[src/rtl/snake_dir_encoder_pkg.sv]
// snake_pkg: shared types and helpers for the snake input front end.
//   dir_t          : direction codes (UP/RIGHT/DOWN/LEFT)
//   state_t        : command-stream FSM states
//   BTN_IDLE       : button level whose decode equals the reset direction
//   is_reverse     : true when two directions are opposite
//   decode_buttons : debounced buttons -> requested direction
package snake_pkg;

  typedef enum logic [1:0] {
    DIR_UP    = 2'b00,
    DIR_RIGHT = 2'b01,
    DIR_DOWN  = 2'b10,
    DIR_LEFT  = 2'b11
  } dir_t;

  typedef enum logic {
    ST_RUN  = 1'b0,
    ST_HALT = 1'b1
  } state_t;

  localparam logic [2:0] BTN_IDLE = 3'b101;

  // Opposite pairs differ only in the MSB: 00<->10, 01<->11.
  function automatic logic is_reverse(dir_t a, dir_t b);
    return (a ^ b) == 2'b10;
  endfunction

  function automatic dir_t decode_buttons(logic [2:0] btn);
    dir_t d;
    d = DIR_UP;
    if (!btn[2])                 d = DIR_DOWN;
    else if (btn[1:0] == 2'b01)  d = DIR_LEFT;
    else if (btn[1:0] == 2'b10)  d = DIR_RIGHT;
    return d;
  endfunction

endpackage

[src/rtl/snake_dir_encoder_if.sv]
// snake_dir_encoder_if: button/command bundle between the board side and
// the encoder.
//   button : raw button levels (async)      clr  : sync restart pulse
//   dir    : committed direction            step : one-cycle move strobe
//   err    : sticky reversal error          btn_db : debounced buttons
interface snake_dir_encoder_if;
  logic [2:0] button;
  logic       clr;
  logic [1:0] dir;
  logic       step;
  logic       err;
  logic [2:0] btn_db;

  modport master (output button, clr, input dir, step, err, btn_db);
  modport slave  (input button, clr, output dir, step, err, btn_db);
endinterface

[src/rtl/snake_dir_encoder_btn_debounce.sv]
// btn_debounce: one-bit 2-flop synchroniser followed by a debounce counter.
//   clk, rst : clock, async active-low reset
//   i_btn    : raw asynchronous button level
//   o_db     : debounced level (registered)
// A new level is accepted only after DEBOUNCE_CYCLES consecutive
// synchronised samples that differ from the current stable value.
module btn_debounce #(
  parameter int DEBOUNCE_CYCLES = 65536,
  parameter bit RST_VAL         = 1'b0
) (
  input  logic clk,
  input  logic rst,
  input  logic i_btn,
  output logic o_db
);
  localparam int CW = $clog2(DEBOUNCE_CYCLES);

  logic          r_s1, r_s2, r_stable;
  logic [CW-1:0] r_cnt;

  always_ff @(posedge clk or negedge rst) begin
    if (!rst) begin
      r_s1     <= RST_VAL;
      r_s2     <= RST_VAL;
      r_stable <= RST_VAL;
      r_cnt    <= '0;
    end else begin
      r_s1 <= i_btn;
      r_s2 <= r_s1;
      if (r_s2 == r_stable) begin
        r_cnt <= '0;
      end else if (r_cnt == CW'(DEBOUNCE_CYCLES - 1)) begin
        r_stable <= r_s2;
        r_cnt    <= '0;
      end else begin
        r_cnt <= r_cnt + CW'(1);
      end
    end
  end

  assign o_db = r_stable;
endmodule

[src/rtl/snake_dir_encoder.sv]
// snake_dir_encoder: debounces three buttons, decodes a direction request
// and emits a periodic move strobe with the no-reversal rule enforced.
//   clk, rst : clock, async active-low reset
//   bus      : slave side of snake_dir_encoder_if
//              (button, clr in; dir, step, err, btn_db out)
module snake_dir_encoder
  import snake_pkg::*;
#(
  parameter int DEBOUNCE_CYCLES = 65536,
  parameter int STEP_PERIOD     = 33554432,
  parameter bit REV_IS_ERR      = 1'b1
) (
  input  logic                 clk,
  input  logic                 rst,
  snake_dir_encoder_if.slave   bus
);
  localparam int SW = $clog2(STEP_PERIOD);

  logic [2:0]    w_btn_raw, w_btn_db;
  dir_t          w_req;
  logic          w_tick;

  state_t        r_state;
  dir_t          r_dir;
  logic          r_step, r_err;
  logic [SW-1:0] r_cnt;

  assign w_btn_raw = bus.button;

  for (genvar g = 0; g < 3; g++) begin : g_db
    btn_debounce #(
      .DEBOUNCE_CYCLES (DEBOUNCE_CYCLES),
      .RST_VAL         (BTN_IDLE[g])
    ) u_db (
      .clk   (clk),
      .rst   (rst),
      .i_btn (w_btn_raw[g]),
      .o_db  (w_btn_db[g])
    );
  end

  assign w_req  = decode_buttons(w_btn_db);
  assign w_tick = (r_cnt == SW'(STEP_PERIOD - 1));

  // clr takes priority over a coincident tick, so it is checked first.
  always_ff @(posedge clk or negedge rst) begin
    if (!rst) begin
      r_state <= ST_RUN;
      r_dir   <= DIR_LEFT;
      r_step  <= 1'b0;
      r_err   <= 1'b0;
      r_cnt   <= '0;
    end else if (bus.clr) begin
      r_state <= ST_RUN;
      r_dir   <= DIR_LEFT;
      r_step  <= 1'b0;
      r_err   <= 1'b0;
      r_cnt   <= '0;
    end else begin
      r_step <= 1'b0;
      case (r_state)
        ST_RUN: begin
          r_cnt <= w_tick ? '0 : r_cnt + SW'(1);
          if (w_tick) begin
            if (!is_reverse(w_req, r_dir)) begin
              r_dir  <= w_req;
              r_step <= 1'b1;
            end else if (REV_IS_ERR) begin
              r_err   <= 1'b1;
              r_state <= ST_HALT;
            end else begin
              r_step <= 1'b1;   // reversal ignored: direction held
            end
          end
        end
        default: ;              // HALT: counter and direction frozen
      endcase
    end
  end

  assign bus.dir    = r_dir;
  assign bus.step   = r_step;
  assign bus.err    = r_err;
  assign bus.btn_db = w_btn_db;
endmodule

[src/flat_wrapper.sv]
// flat-port wrapper written by rule: the top's interface ports become plain ports
module snake_dir_encoder_flat import snake_pkg::*;
#(
  parameter int DEBOUNCE_CYCLES = 65536,
  parameter int STEP_PERIOD     = 33554432,
  parameter bit REV_IS_ERR      = 1'b1
)
  (clk, rst, bus_button, bus_clr, bus_dir, bus_step, bus_err, bus_btn_db);
  snake_dir_encoder_if bus_i ();
  input  logic clk;
  input  logic rst;
  input wire logic [$bits(bus_i.button)-1:0] bus_button;
  input wire logic [$bits(bus_i.clr)-1:0] bus_clr;
  output wire logic [$bits(bus_i.dir)-1:0] bus_dir;
  output wire logic [$bits(bus_i.step)-1:0] bus_step;
  output wire logic [$bits(bus_i.err)-1:0] bus_err;
  output wire logic [$bits(bus_i.btn_db)-1:0] bus_btn_db;
  assign bus_i.button = bus_button;
  assign bus_i.clr = bus_clr;
  assign bus_dir = bus_i.dir;
  assign bus_step = bus_i.step;
  assign bus_err = bus_i.err;
  assign bus_btn_db = bus_i.btn_db;
  snake_dir_encoder #(.DEBOUNCE_CYCLES(DEBOUNCE_CYCLES), .STEP_PERIOD(STEP_PERIOD), .REV_IS_ERR(REV_IS_ERR)) u_core (.clk(clk), .rst(rst), .bus(bus_i));
endmodule
[config.mk]
export PLATFORM = sky130hd
export DESIGN_NAME = snake_dir_encoder_flat
export DESIGN_NICKNAME = d
export VERILOG_FILES = /design/src/rtl/snake_dir_encoder_pkg.sv /design/src/rtl/snake_dir_encoder_if.sv /design/src/rtl/snake_dir_encoder_btn_debounce.sv /design/src/rtl/snake_dir_encoder.sv /design/src/flat_wrapper.sv
export SDC_FILE = /design/constraint.sdc
export NUM_CORES = 1
export LEC_CHECK = 0
export ABC_AREA = 0
export ABC_CLOCK_PERIOD_IN_PS = 4000
export BUFFER_PORTS_ARGS = -buffer_cell sky130_fd_sc_hd__buf_2
export CAP_MARGIN = 20
export CORE_AREA = 2 2 104 106
export DETAILED_ROUTE_END_ITERATION = 12
export DIE_AREA = 0 0 106 108
export PLACE_DENSITY = 0.69
export SYNTH_ARGS = -nofsm -noshare
export SYNTH_HDL_FRONTEND = slang
export SYNTH_SLANG_ARGS = --single-unit
[constraint.sdc]
create_clock -name clk -period 4 [get_ports clk]
set_input_delay 0.4 -clock clk [delete_from_list [all_inputs] [get_ports clk]]
set_output_delay 0.4 -clock clk [all_outputs]
set_load 0.02 [all_outputs]
==> impl_metrics.env <==
export IMPL_finalClockSkew_ns=0.0115
export IMPL_timing_hold_worst_class="in -> async"
export IMPL_h_tree_depth=3
export IMPL_yosysTopAreaCell="dfrtp_1"
export IMPL_timing_hold_ws_ns=0.0691
export IMPL_core_area_mm2=0.0102
export IMPL_cts_root_buffer_cell="clkbuf_8"
export IMPL_postSynthRegisterBits=87
export IMPL_mappedNetlistArea_mm2=0.00432
export IMPL_totalWireLength_mm=8.01
export IMPL_place_port_buffers=12
export IMPL_placed_instances=565
export IMPL_post_route_util_pct=45.9
export IMPL_ir_worst_vdd_v=0.000187
export IMPL_critical_path_cell_with_the_highest_stage_delay="o31ai_2"
export IMPL_syn_nets=445
export IMPL_timing_setup_tns_ns=0
export IMPL_yosys_top_cells_area="dfrtp_1 46%, xor2_1 5.9%, nor2_1 5.0%"
export IMPL_tightestPinTransition_ns=0.977
export IMPL_tritoncts_clock_tree="yes"
export IMPL_fin_crit_sh_pct=57.0
export IMPL_grt_total_usage_pct=15.6
export IMPL_maximum_single_stage_delay_on_the_critical_path_ns=0.85
export IMPL_post_route_cells_drive_above_1_share_pct=10.3
export IMPL_fp_dieArea_mm2=0.0114
export IMPL_setup_slack_ns=1.72
export IMPL_avgViaCountPerCell=5.47
export IMPL_drt_drc_violations_left=0
export IMPL_die_height_um=108
export IMPL_dieWidth_um=106
export IMPL_p_leak_nw=1.87
export IMPL_clock_fmax_mhz=439
export IMPL_syn_avg_cell_area_um2=9.96
export IMPL_grt_antenna_before_repair=0
export IMPL_place_congestion=0.825
export IMPL_synth_edff_count=0
export IMPL_post_cts_repair_setup_buffers=0
export IMPL_placement_cell_area_mm2=0.00447
export IMPL_hpwl_mm=5.34
export IMPL_cts_inserted_buffers=9
export IMPL_drt_first_iter_violations=113
export IMPL_final_cell_area_mm2=0.00469
export IMPL_clockBufferDepth=2
export IMPL_crit_type="reg -> reg"
export IMPL_antenna_violating_nets_post_route=0
export IMPL_first_global_vias=3158
export IMPL_fin_crit_ns=2.28
export IMPL_area_delta_synth_final_pct=8.60
export IMPL_timing_critical_path_to_type="flop"
export IMPL_cpLargestDelayFamily="compound AO/OA/AOI/OAI gates"
export IMPL_ios=13
export IMPL_via_count=3177
export IMPL_finish_net_count=451
export IMPL_drt_pass1_iterations=4
export IMPL_timing_slew_headroom_pct=34.5
export IMPL_diodes=0
export IMPL_yosys_warnings=0
export IMPL_final_setup_viol_count=0
export IMPL_cts_hold_fix_bufs=0
export IMPL_start_util_pct=42.2
export IMPL_netlist_instances=434
export IMPL_std_cell_rows=37
export IMPL_worst_setup_path_start_kind="flop"
export IMPL_fillerInstances=966
export IMPL_global_route_wire_length_before_repair_mm=14.3
export IMPL_grt_setup_unrepaired="no"
export IMPL_run_status="finished, final reports clean"
export IMPL_finalHoldViolCount=0
export IMPL_drv_max_cap_violation_count=0
export IMPL_cts_sink_count=87
export IMPL_ys_types=42
export IMPL_worst_skew_pair_late_latency_ns=0.37
export IMPL_grt_overflow_total=0
export IMPL_path_cells="ha_1 > nand3_1 > or2_0 > o31ai_2 > nor2_1"
export IMPL_power_per_cell_area_mw_per_mm2=351
export IMPL_wl_per_cell_um=13.8
export IMPL_cts_clk_slew_worst_paths_ns=0.09
export IMPL_synth_top_area_share_pct=45.7
export IMPL_final_max_slew_viol_count=0
export IMPL_cp_required_ns=4.21
export IMPL_synth_flop_cell="dfrtp_1"
export IMPL_critPathBufInv=0
export IMPL_non_filler_cells_in_the_finished_layout=581
export IMPL_seq_area_frac_synth_pct=50.6
export IMPL_grt_start_max_net_pins=55
export IMPL_timing_critical_path_arrival_ns=2.49
export IMPL_placement_setup_worst_slack_ns=1.73
export IMPL_ys_async_sr_fraction_pct=100
export IMPL_post_cts_resized_instances=0
export IMPL_timing_critical_path_fanout_max=14
export IMPL_totalPowerFinal_mw=1.65
[Yosys cell counts, drive strengths merged, types with 9 or more instances]
| cell | n |
|---|---|
| a21oi | 21 |
| and4 | 16 |
| buf | 9 |
| clkbuf | 9 |
| dfrtp | 79 |
| inv | 11 |
| nand2 | 19 |
| nand3 | 30 |
| nand4 | 24 |
| nor2 | 57 |
| o21ai | 11 |
| o31ai | 13 |
| or3 | 11 |
| or4 | 12 |
| xnor2 | 19 |
| xor2 | 29 |
[routing by layer]
metal  track usage [%]  vias up  part of all wire [%]  wire (um)
li1                  -     1575                     -          -
met1              20.3     1558                    49       3920
met2              24.4       32                    45       3610
met3              3.32       12                   3.0        238
met4              8.83        0                   2.9        233
met5                 0        -                     0          0
[state kept, by name (all words and copies together) (netlist names)]
register / cells
u_core.g_db.u_db.r_s2: 3
u_core.g_db.u_db.r_s1: 3
u_core.g_db.u_db.r_cnt: 48
u_core.g_db.u_db.o_db: 3
u_core.bus.err: 1
u_core.r_cnt: 25
u_core.bus.dir: 2
u_core.r_state: 1
u_core.bus.step: 1
[power by group]
group,total (mW),switching (mW),internal [mW]
clock,0.682,0.310,0.373
sequential,0.906,0.0124,0.893
combinational,0.0593,0.0416,0.0177
[cell type report]
type | count | area [um^2] | area share (%)
sequential | 87 | 2190 | 46.6
inverter | 11 | 41.3 | 0.880
tap | 136 | 170 | 3.63
clock buffer | 12 | 145 | 3.09
multi-input combinational | 318 | 2000 | 42.7
clock inverter | 4 | 77.6 | 1.65
timing repair buffer | 13 | 70.1 | 1.49
[cell usage in the layout (no fill, tap or decap), types with 2 or more instances in the layout]
cell type	Yosys	layout
a31o_2	3	3
nand3_1	30	30
o31ai_1	12	12
nor2b_1	3	3
nor2_1	57	57
a21oi_1	21	21
nand4_1	24	24
xnor2_1	19	19
mux2i_1	2	2
or3_1	11	11
buf_4	5	2
and2_1	2	2
nor3_1	8	8
dfstp_2	8	8
clkbuf_8	0	10
nand2_1	19	19
nand2b_1	2	2
xor2_1	29	29
mux2_2	3	3
o21ai_0	10	10
and4_1	16	16
clkbuf_1	9	2
inv_1	11	11
nor4_1	8	8
bufinv_16	0	2
and3_1	7	7
ha_1	5	5
buf_2	4	11
dfrtp_1	79	79
nor3b_1	2	2
or4_1	12	12
[path summary, 6_finish.rpt]
check / from / end / slack [ns] / depth (start not counted)
min in group clk: bus_button[0] / u_core.g_db[0].u_db.r_s1$_DFF_PN1_ / 0.12 / 1
max in group asynchronous: rst / u_core.bus.dir[1]$_DFFE_PN1P_ / 3.03 / 2
hold reg to reg: u_core.g_db[1].u_db.r_s1$_DFF_PN0_ / u_core.g_db[1].u_db.r_s2$_DFF_PN0_ / 0.35 / 0
hold / removal: rst / u_core.r_cnt[18]$_DFFE_PN0P_ / 0.07 / 1
setup reg to reg: u_core.g_db[0].u_db.r_cnt[0]$_DFF_PN0_ / u_core.g_db[0].u_db.r_cnt[11]$_DFF_PN0_ / 1.72 / 5
setup / recovery: u_core.g_db[0].u_db.r_cnt[0]$_DFF_PN0_ / u_core.g_db[0].u_db.r_cnt[11]$_DFF_PN0_ / 1.72 / 5
[kinds of logic after synthesis]
group / share of synthesized area [%]
AOI/OAI and AO/OA: 8.05
buffers and inverters: 3.07
and+or+nand+nor: 25.9
DFF: 50.6
adders and majority gates: 1.45
muxes: 1.24
xor gates and xnor gates: 9.73
Power figures use the tool's default switching activity.
